### src/rtl/sig_path_pkg.sv
// Shared types and constants for the coefficient update path: axis encoding,
// tap/coefficient widths and the queued update command record.
package sig_path_pkg;

   localparam int N_TAPS  = 16;
   localparam int COEFF_W = 16;
   localparam int IDX_W   = $clog2(N_TAPS);

   typedef enum logic [1:0] {
      AXIS_X   = 2'd0,
      AXIS_Y   = 2'd1,
      AXIS_Z   = 2'd2,
      AXIS_BAD = 2'd3
   } axis_t;

   typedef struct packed {
      axis_t              axis;
      logic [1:0]         bank;
      logic [IDX_W-1:0]   index;
      logic [COEFF_W-1:0] value;
   } update_cmd_t;

endpackage

### src/rtl/coeff_update_sched_cmd_fifo.sv
// Synchronous FIFO of update commands with same-cycle push/pop; a push into a
// full FIFO is accepted only when a pop frees the head slot in that cycle.
module cmd_fifo
   import sig_path_pkg::*;
#(
   parameter int DEPTH = 4
) (
   input  logic        clk,
   input  logic        rst,
   input  logic        push,
   input  update_cmd_t push_data,
   input  logic        pop,
   output update_cmd_t head,
   output logic        empty,
   output logic        full,
   output logic        single
);

   localparam int PTR_W = $clog2(DEPTH);
   localparam logic [PTR_W:0] CNT_FULL = DEPTH[PTR_W:0];
   localparam logic [PTR_W:0] CNT_ONE  = 1;

   update_cmd_t      mem_q [DEPTH];
   update_cmd_t      mem_d [DEPTH];
   logic [PTR_W:0]   wr_ptr_q, wr_ptr_d;
   logic [PTR_W:0]   rd_ptr_q, rd_ptr_d;
   logic [PTR_W:0]   count;
   logic             push_ok;
   logic             pop_ok;

   assign count  = wr_ptr_q - rd_ptr_q;
   assign empty  = (count == '0);
   assign full   = (count == CNT_FULL);
   assign single = (count == CNT_ONE);
   assign head   = mem_q[rd_ptr_q[PTR_W-1:0]];

   assign pop_ok  = pop & ~empty;
   assign push_ok = push & (~full | pop_ok);

   always_comb begin
      mem_d    = mem_q;
      wr_ptr_d = wr_ptr_q;
      rd_ptr_d = rd_ptr_q;
      if (push_ok) begin
         mem_d[wr_ptr_q[PTR_W-1:0]] = push_data;
         wr_ptr_d = wr_ptr_q + 1'b1;
      end
      if (pop_ok) begin
         rd_ptr_d = rd_ptr_q + 1'b1;
      end
   end

   always_ff @(posedge clk) begin
      if (rst) begin
         wr_ptr_q <= '0;
         rd_ptr_q <= '0;
      end else begin
         wr_ptr_q <= wr_ptr_d;
         rd_ptr_q <= rd_ptr_d;
      end
   end

   // Storage needs no reset: the pointers define which entries are valid.
   always_ff @(posedge clk) begin
      mem_q <= mem_d;
   end

endmodule

### src/rtl/coeff_update_sched.sv
// Schedules CPU coefficient updates into single-cycle RAM writes and applies
// bank swaps at sample boundaries. Optional counters: COEFF_UPDATE_COUNT_EN.
//
// state    | meaning
// IDLE     | command FIFO empty, no write pending
// ISSUE    | popping issuable head entries, one write per cycle
// STALL    | head targets the active bank while filter is busy
module coeff_update_sched
   import sig_path_pkg::*;
#(
   parameter int FIFO_DEPTH = 4
) (
   input  logic               sys_clk,
   input  logic               reset,
   input  logic               update_en,
   input  logic [1:0]         update_axis,
   input  logic [1:0]         update_bank,
   input  logic [IDX_W-1:0]   update_index,
   input  logic [COEFF_W-1:0] update_value,
   input  logic [1:0]         req_x_bank,
   input  logic [1:0]         req_y_bank,
   input  logic [1:0]         req_z_bank,
   input  logic               sample_strobe,
   input  logic               filter_busy,
   output logic [1:0]         x_bank,
   output logic [1:0]         y_bank,
   output logic [1:0]         z_bank,
   output logic               coeff_we,
   output logic [1:0]         coeff_axis,
   output logic [1:0]         coeff_bank,
   output logic [IDX_W-1:0]   coeff_index,
   output logic [COEFF_W-1:0] coeff_data,
   output logic               sched_busy,
   output logic               overflow,
   output logic               bad_axis,
   output logic [15:0]        update_count,
   output logic [7:0]         drop_count
);

   localparam logic [1:0] ST_IDLE  = 2'd0;
   localparam logic [1:0] ST_ISSUE = 2'd1;
   localparam logic [1:0] ST_STALL = 2'd2;

   logic [1:0]         state_q, state_d;
   logic               upd_en_q;
   logic [1:0]         x_bank_q, x_bank_d, y_bank_q, y_bank_d, z_bank_q, z_bank_d;
   logic               coeff_we_q, coeff_we_d;
   logic [1:0]         coeff_axis_q, coeff_axis_d, coeff_bank_q, coeff_bank_d;
   logic [IDX_W-1:0]   coeff_index_q, coeff_index_d;
   logic [COEFF_W-1:0] coeff_data_q, coeff_data_d;
   logic               overflow_q, overflow_d, bad_axis_q, bad_axis_d;

   logic        cmd_valid, cmd_bad, push, drop_full, pop, head_ok, swap;
   logic [1:0]  head_active;
   update_cmd_t cmd_in, head;
   logic        fifo_empty, fifo_full, fifo_single;

   assign cmd_valid = update_en & ~upd_en_q;
   assign cmd_bad   = cmd_valid & (update_axis == 2'd3);
   assign push      = cmd_valid & ~cmd_bad;
   assign drop_full = push & fifo_full & ~pop;

   assign cmd_in = '{axis: axis_t'(update_axis), bank: update_bank,
                     index: update_index, value: update_value};

   cmd_fifo #(.DEPTH(FIFO_DEPTH)) u_fifo (
      .clk       (sys_clk),
      .rst       (reset),
      .push      (push),
      .push_data (cmd_in),
      .pop       (pop),
      .head      (head),
      .empty     (fifo_empty),
      .full      (fifo_full),
      .single    (fifo_single)
   );

   always_comb begin
      case (head.axis)
         AXIS_X:  head_active = x_bank_q;
         AXIS_Y:  head_active = y_bank_q;
         default: head_active = z_bank_q;
      endcase
   end

   // Writing the bank currently in use is only safe between MACs.
   assign head_ok = ~fifo_empty & ((head.bank != head_active) | ~filter_busy);

   always_comb begin
      pop     = 1'b0;
      state_d = state_q;
      case (state_q)
         ST_IDLE, ST_ISSUE: begin
            if (fifo_empty) begin
               state_d = ST_IDLE;
            end else if (head_ok) begin
               pop     = 1'b1;
               state_d = (fifo_single & ~push) ? ST_IDLE : ST_ISSUE;
            end else begin
               state_d = ST_STALL;
            end
         end
         ST_STALL: begin
            if (head_ok) begin
               pop     = 1'b1;
               state_d = (fifo_single & ~push) ? ST_IDLE : ST_ISSUE;
            end
         end
         default: state_d = ST_IDLE;
      endcase
   end

   always_comb begin
      coeff_we_d    = pop;
      coeff_axis_d  = coeff_axis_q;
      coeff_bank_d  = coeff_bank_q;
      coeff_index_d = coeff_index_q;
      coeff_data_d  = coeff_data_q;
      if (pop) begin
         coeff_axis_d  = head.axis;
         coeff_bank_d  = head.bank;
         coeff_index_d = head.index;
         coeff_data_d  = head.value;
      end
   end

   assign swap = sample_strobe & fifo_empty & ~coeff_we_q;

   always_comb begin
      x_bank_d   = swap ? req_x_bank : x_bank_q;
      y_bank_d   = swap ? req_y_bank : y_bank_q;
      z_bank_d   = swap ? req_z_bank : z_bank_q;
      overflow_d = overflow_q | drop_full;
      bad_axis_d = bad_axis_q | cmd_bad;
   end

   always_ff @(posedge sys_clk) begin
      if (reset) begin
         state_q       <= ST_IDLE;
         upd_en_q      <= 1'b0;
         x_bank_q      <= '0;
         y_bank_q      <= '0;
         z_bank_q      <= '0;
         coeff_we_q    <= 1'b0;
         coeff_axis_q  <= '0;
         coeff_bank_q  <= '0;
         coeff_index_q <= '0;
         coeff_data_q  <= '0;
         overflow_q    <= 1'b0;
         bad_axis_q    <= 1'b0;
      end else begin
         state_q       <= state_d;
         upd_en_q      <= update_en;
         x_bank_q      <= x_bank_d;
         y_bank_q      <= y_bank_d;
         z_bank_q      <= z_bank_d;
         coeff_we_q    <= coeff_we_d;
         coeff_axis_q  <= coeff_axis_d;
         coeff_bank_q  <= coeff_bank_d;
         coeff_index_q <= coeff_index_d;
         coeff_data_q  <= coeff_data_d;
         overflow_q    <= overflow_d;
         bad_axis_q    <= bad_axis_d;
      end
   end

   assign x_bank      = x_bank_q;
   assign y_bank      = y_bank_q;
   assign z_bank      = z_bank_q;
   assign coeff_we    = coeff_we_q;
   assign coeff_axis  = coeff_axis_q;
   assign coeff_bank  = coeff_bank_q;
   assign coeff_index = coeff_index_q;
   assign coeff_data  = coeff_data_q;
   assign overflow    = overflow_q;
   assign bad_axis    = bad_axis_q;
   assign sched_busy  = ~fifo_empty | coeff_we_q;

`ifdef COEFF_UPDATE_COUNT_EN
   logic [15:0] update_count_q, update_count_d;
   logic [7:0]  drop_count_q, drop_count_d;

   always_comb begin
      update_count_d = update_count_q;
      drop_count_d   = drop_count_q;
      if (coeff_we_q && (update_count_q != 16'hFFFF)) begin
         update_count_d = update_count_q + 16'd1;
      end
      if ((cmd_bad || drop_full) && (drop_count_q != 8'hFF)) begin
         drop_count_d = drop_count_q + 8'd1;
      end
   end

   always_ff @(posedge sys_clk) begin
      if (reset) begin
         update_count_q <= '0;
         drop_count_q   <= '0;
      end else begin
         update_count_q <= update_count_d;
         drop_count_q   <= drop_count_d;
      end
   end

   assign update_count = update_count_q;
   assign drop_count   = drop_count_q;
`else
   assign update_count = '0;
   assign drop_count   = '0;
`endif

endmodule

### config.mk
export PLATFORM = sky130hd
export DESIGN_NAME = coeff_update_sched
export DESIGN_NICKNAME = d
export VERILOG_FILES = /design/src/rtl/sig_path_pkg.sv /design/src/rtl/coeff_update_sched_cmd_fifo.sv /design/src/rtl/coeff_update_sched.sv
export SDC_FILE = /design/constraint.sdc
export NUM_CORES = 1
export LEC_CHECK = 0
export ABC_AREA = 1
export CAP_MARGIN = 10
export CORE_UTILIZATION = 57
export CTS_CLUSTER_DIAMETER = 40
export CTS_CLUSTER_SIZE = 20
export DETAILED_ROUTE_END_ITERATION = 7
export GPL_TIMING_DRIVEN = 0
export PLACE_DENSITY = 0.85
export SKIP_LAST_GASP = 1
export SYNTH_ARGS = -nofsm -noshare
export SYNTH_HDL_FRONTEND = slang
export SYNTH_HIERARCHICAL = 1
export SYNTH_SLANG_ARGS = --single-unit
### constraint.sdc
create_clock -name sys_clk -period 8.4 [get_ports sys_clk]
set_input_delay 0.84 -clock sys_clk [delete_from_list [all_inputs] [get_ports sys_clk]]
set_output_delay 0.84 -clock sys_clk [all_outputs]
set_load 0.01 [all_outputs]
==> flow_metrics.env <==
export IMPL_rsz0062_at_grt="false"
export IMPL_critPathKind="register to register"
export IMPL_synth_cell_types=31
export IMPL_avgSynthCellArea_um2=10.45
export IMPL_antenna_found_initial=0
export IMPL_power_frac_seq_pct=35.1
export IMPL_grt_pass1_wl_mm=20.97
export IMPL_area_growth_synth_to_final_pct=28.44
export IMPL_yosysWarnings=6
export IMPL_ios=93
export IMPL_firstDrtPassIters=6
export IMPL_core_area_um2=9819
export IMPL_grt_pass1_vias=4318
export IMPL_outcome="finished, final reports clean"
export IMPL_syn_inst=553
export IMPL_finalHoldViolCount=0
export IMPL_fin_util_pct=75.56
export IMPL_numCtsBuffers=17
export IMPL_switching_share_pct=34.50
export IMPL_wl_per_cell_um=16.68
export IMPL_die_w_um=102.7
export IMPL_cts_root_buffer="clkbuf_8"
export IMPL_drv_slew=0
export IMPL_path_max_fanout=14
export IMPL_die_area_um2=10540
export IMPL_max_slew_margin_pct=39.84
export IMPL_drv_cap=0
export IMPL_die_y_um=102.7
export IMPL_p_per_area_nw_per_um2=334.1
export IMPL_htreeDepth=4
export IMPL_postCtsHoldBufs=0
export IMPL_worstMarginPinSlew_ns=0.9014
export IMPL_finClkSkew_ns=0.01151
export IMPL_cts_resized=0
export IMPL_power_frac_comb_pct=34.9
export IMPL_ys_ff_latch=138
export IMPL_clk_latency_ns=0.52
export IMPL_ys_seq_area_share_pct=64.46
export IMPL_overflow=0
export IMPL_drt_iter0_markers=381
export IMPL_power_switching_uw=855.1
export IMPL_dr_total_vias=4330
export IMPL_drive_above_1_share_pct=14.26
export IMPL_cell_internal_pwr_uw=1624
export IMPL_worst_setup_path_end_kind="register"
export IMPL_grt_max_degree=18
export IMPL_syn_cell_area_um2=5777
export IMPL_rows=36
export IMPL_synth_ff_type="edfxtp_1"
export IMPL_p_leak_uw=0.002961
export IMPL_power_frac_clock_pct=30.0
export IMPL_clk_path_buf_depth=2
export IMPL_placed_cells=781
export IMPL_finalSetupViolations=0
export IMPL_io_buffers=68
export IMPL_wirelength_mm=13.56
export IMPL_initial_utilization_pct=58.83
export IMPL_gp_congestion=0.7748
export IMPL_ir_drop_mv=0.1831
export IMPL_ys_async_sr_fraction_pct=0
export IMPL_synth_edff_count=96
export IMPL_nets=709
export IMPL_ant_nets=0
export IMPL_cts_sinks=138
export IMPL_post_dp_hpwl_mm=8.516
export IMPL_period_needed_ns=4.193
export IMPL_clk_pin_slew_ns=0.06
export IMPL_via_per_inst=5.326
export IMPL_cts_setup_buffers=0
export IMPL_cts_tree="done"
export IMPL_worstPathRequired_ns=8.62
export IMPL_fmax_ghz=0.2385
export IMPL_setup_tns_final_ns=0
export IMPL_drc=0
export IMPL_layout_cells_non_filler=813
export IMPL_worstHoldPathType="register to register"
export IMPL_n_antenna_cell=0
export IMPL_grt_use_total_pct=27.28
export IMPL_arrival_ns=4.41
export IMPL_startpoint_type="register"
export IMPL_period_share_pct=49.91
-- cell families (layout without fill, tap and decap cells) --
group           Yosys count  count (layout)  share of synthesized area [%]
compound gates           86              86                          8.209
xor+xnor                  2               2                         0.3033
fa+ha+maj                 7               7                          1.646
buf+inv                 101             205                          9.010
flops                   138             138                          64.46
other cells               1              24                        0.06491
simple gates            218             218                          16.31
-- synth_stat cells, types with 6 or more instances --
library cell  instances  area share, %
buf_2                 7           0.61
buf_4                25            3.2
inv_1                50            3.2
o21ai_1               9           0.78
nor2_1              123            8.0
ha_1                  6            1.3
edfxtp_1             96             50
o22ai_1              24            2.6
o21ai_0              45            3.9
nand2_1              65            4.2
clkbuf_1              9           0.58
nand3_1              13            1.1
dfxtp_1              42             15
-- sequential cells by signal, indices dropped and copies added, names as in the netlist, 3 cells and up --
signal and cells:
u_fifo/mem_q 96, coeff_data 16, coeff_index 4, u_fifo/rd_ptr_q 3
u_fifo/wr_ptr_q 3
-- stage by stage --
stage	instance area (µm²)	hold WS (ns)	setup WS, ns	total power, µW
2_1_floorplan	5863	0.4697	4.682	1407
3_3_place_gp	6710	0.4559	3.480	1677
3_5_place_dp	6818	0.4583	4.364	1716
4_1_cts	7420	0.4746	4.350	2478
5_1_grt	7420	0.4930	3.956	2610
6_report	7420	0.4687	4.207	2479
-- power by group through the flow --
stage / Clock (µW) / Combinational, µW / Sequential, µW
floorplan: 0 / 507 / 900
global placement: 0 / 796 / 881
detailed placement: 0 / 834 / 883
CTS: 748 / 860 / 870
global route: 777 / 955 / 878
finish: 743 / 865 / 871
-- area by class of cell --
cell class,instances,area [µm²]
fill,622,2400
multi-input combinational,337,1629
clock buffer,19,431.7
inverter,55,207.7
sequential,138,3724
timing repair buffer,72,778.2
buffer,46,312.8
tap,133,166.4
clock inverter,13,170.2
-- worst paths after layout --
kind	from	end	slack (ns)	depth (start not counted)
worst max-delay path	u_fifo/rd_ptr_q[1]	u_fifo/mem_q[5]	4.21	17
worst min-delay path	bad_axis	bad_axis	0.47	2
worst max register to register	u_fifo/rd_ptr_q[1]	u_fifo/mem_q[5]	4.21	17
worst min register to register	bad_axis	bad_axis	0.47	2
-- metal layers --
| layer | vias up | wire length, µm | global-route usage, % |
|---|---|---|---|
| li1 | 2019 | - | - |
| met1 | 2020 | 5003 | 30.73 |
| met2 | 261 | 6960 | 47.74 |
| met3 | 30 | 1224 | 7.119 |
| met4 | 0 | 370 | 14.07 |
| met5 | - | 0 | 0 |
-- worst max-delay path: stages (launching register included) --
cell and delay [ns]:
dfxtp_1 0.62, clkbuf_1 0.44, o21ai_0 0.18, o22ai_1 0.34
inv_1 0.10, nand3_1 0.10, nand3_1 0.07, nand2_1 0.06
nand2_1 0.06, nand3_2 0.11, nand3_4 0.13, buf_6 0.19
inv_1 0.19, inv_1 0.12, nand4_4 0.14, nand2_4 0.10
nor2_2 0.70, buf_16 0.23
-- cell usage in the layout (no fill, tap or decap), types with 4 or more instances in the layout --
| cell type | count |
|---|---|
| buf_6 | 5 |
| edfxtp_1 | 96 |
| conb_1 | 24 |
| nand2_4 | 5 |
| buf_2 | 7 |
| buf_4 | 25 |
| clkdlybuf4s50_1 | 68 |
| clkbuf_1 | 10 |
| clkinv_4 | 5 |
| nor2_1 | 119 |
| inv_2 | 4 |
| nand3_1 | 13 |
| o21ai_0 | 45 |
| ha_1 | 6 |
| inv_1 | 50 |
| clkbuf_16 | 16 |
| nor2_2 | 4 |
| dfxtp_1 | 42 |
| o22ai_1 | 24 |
| o21ai_1 | 9 |
| nand2_1 | 65 |
| a21oi_1 | 4 |
(Power assumes the default switching activity.)
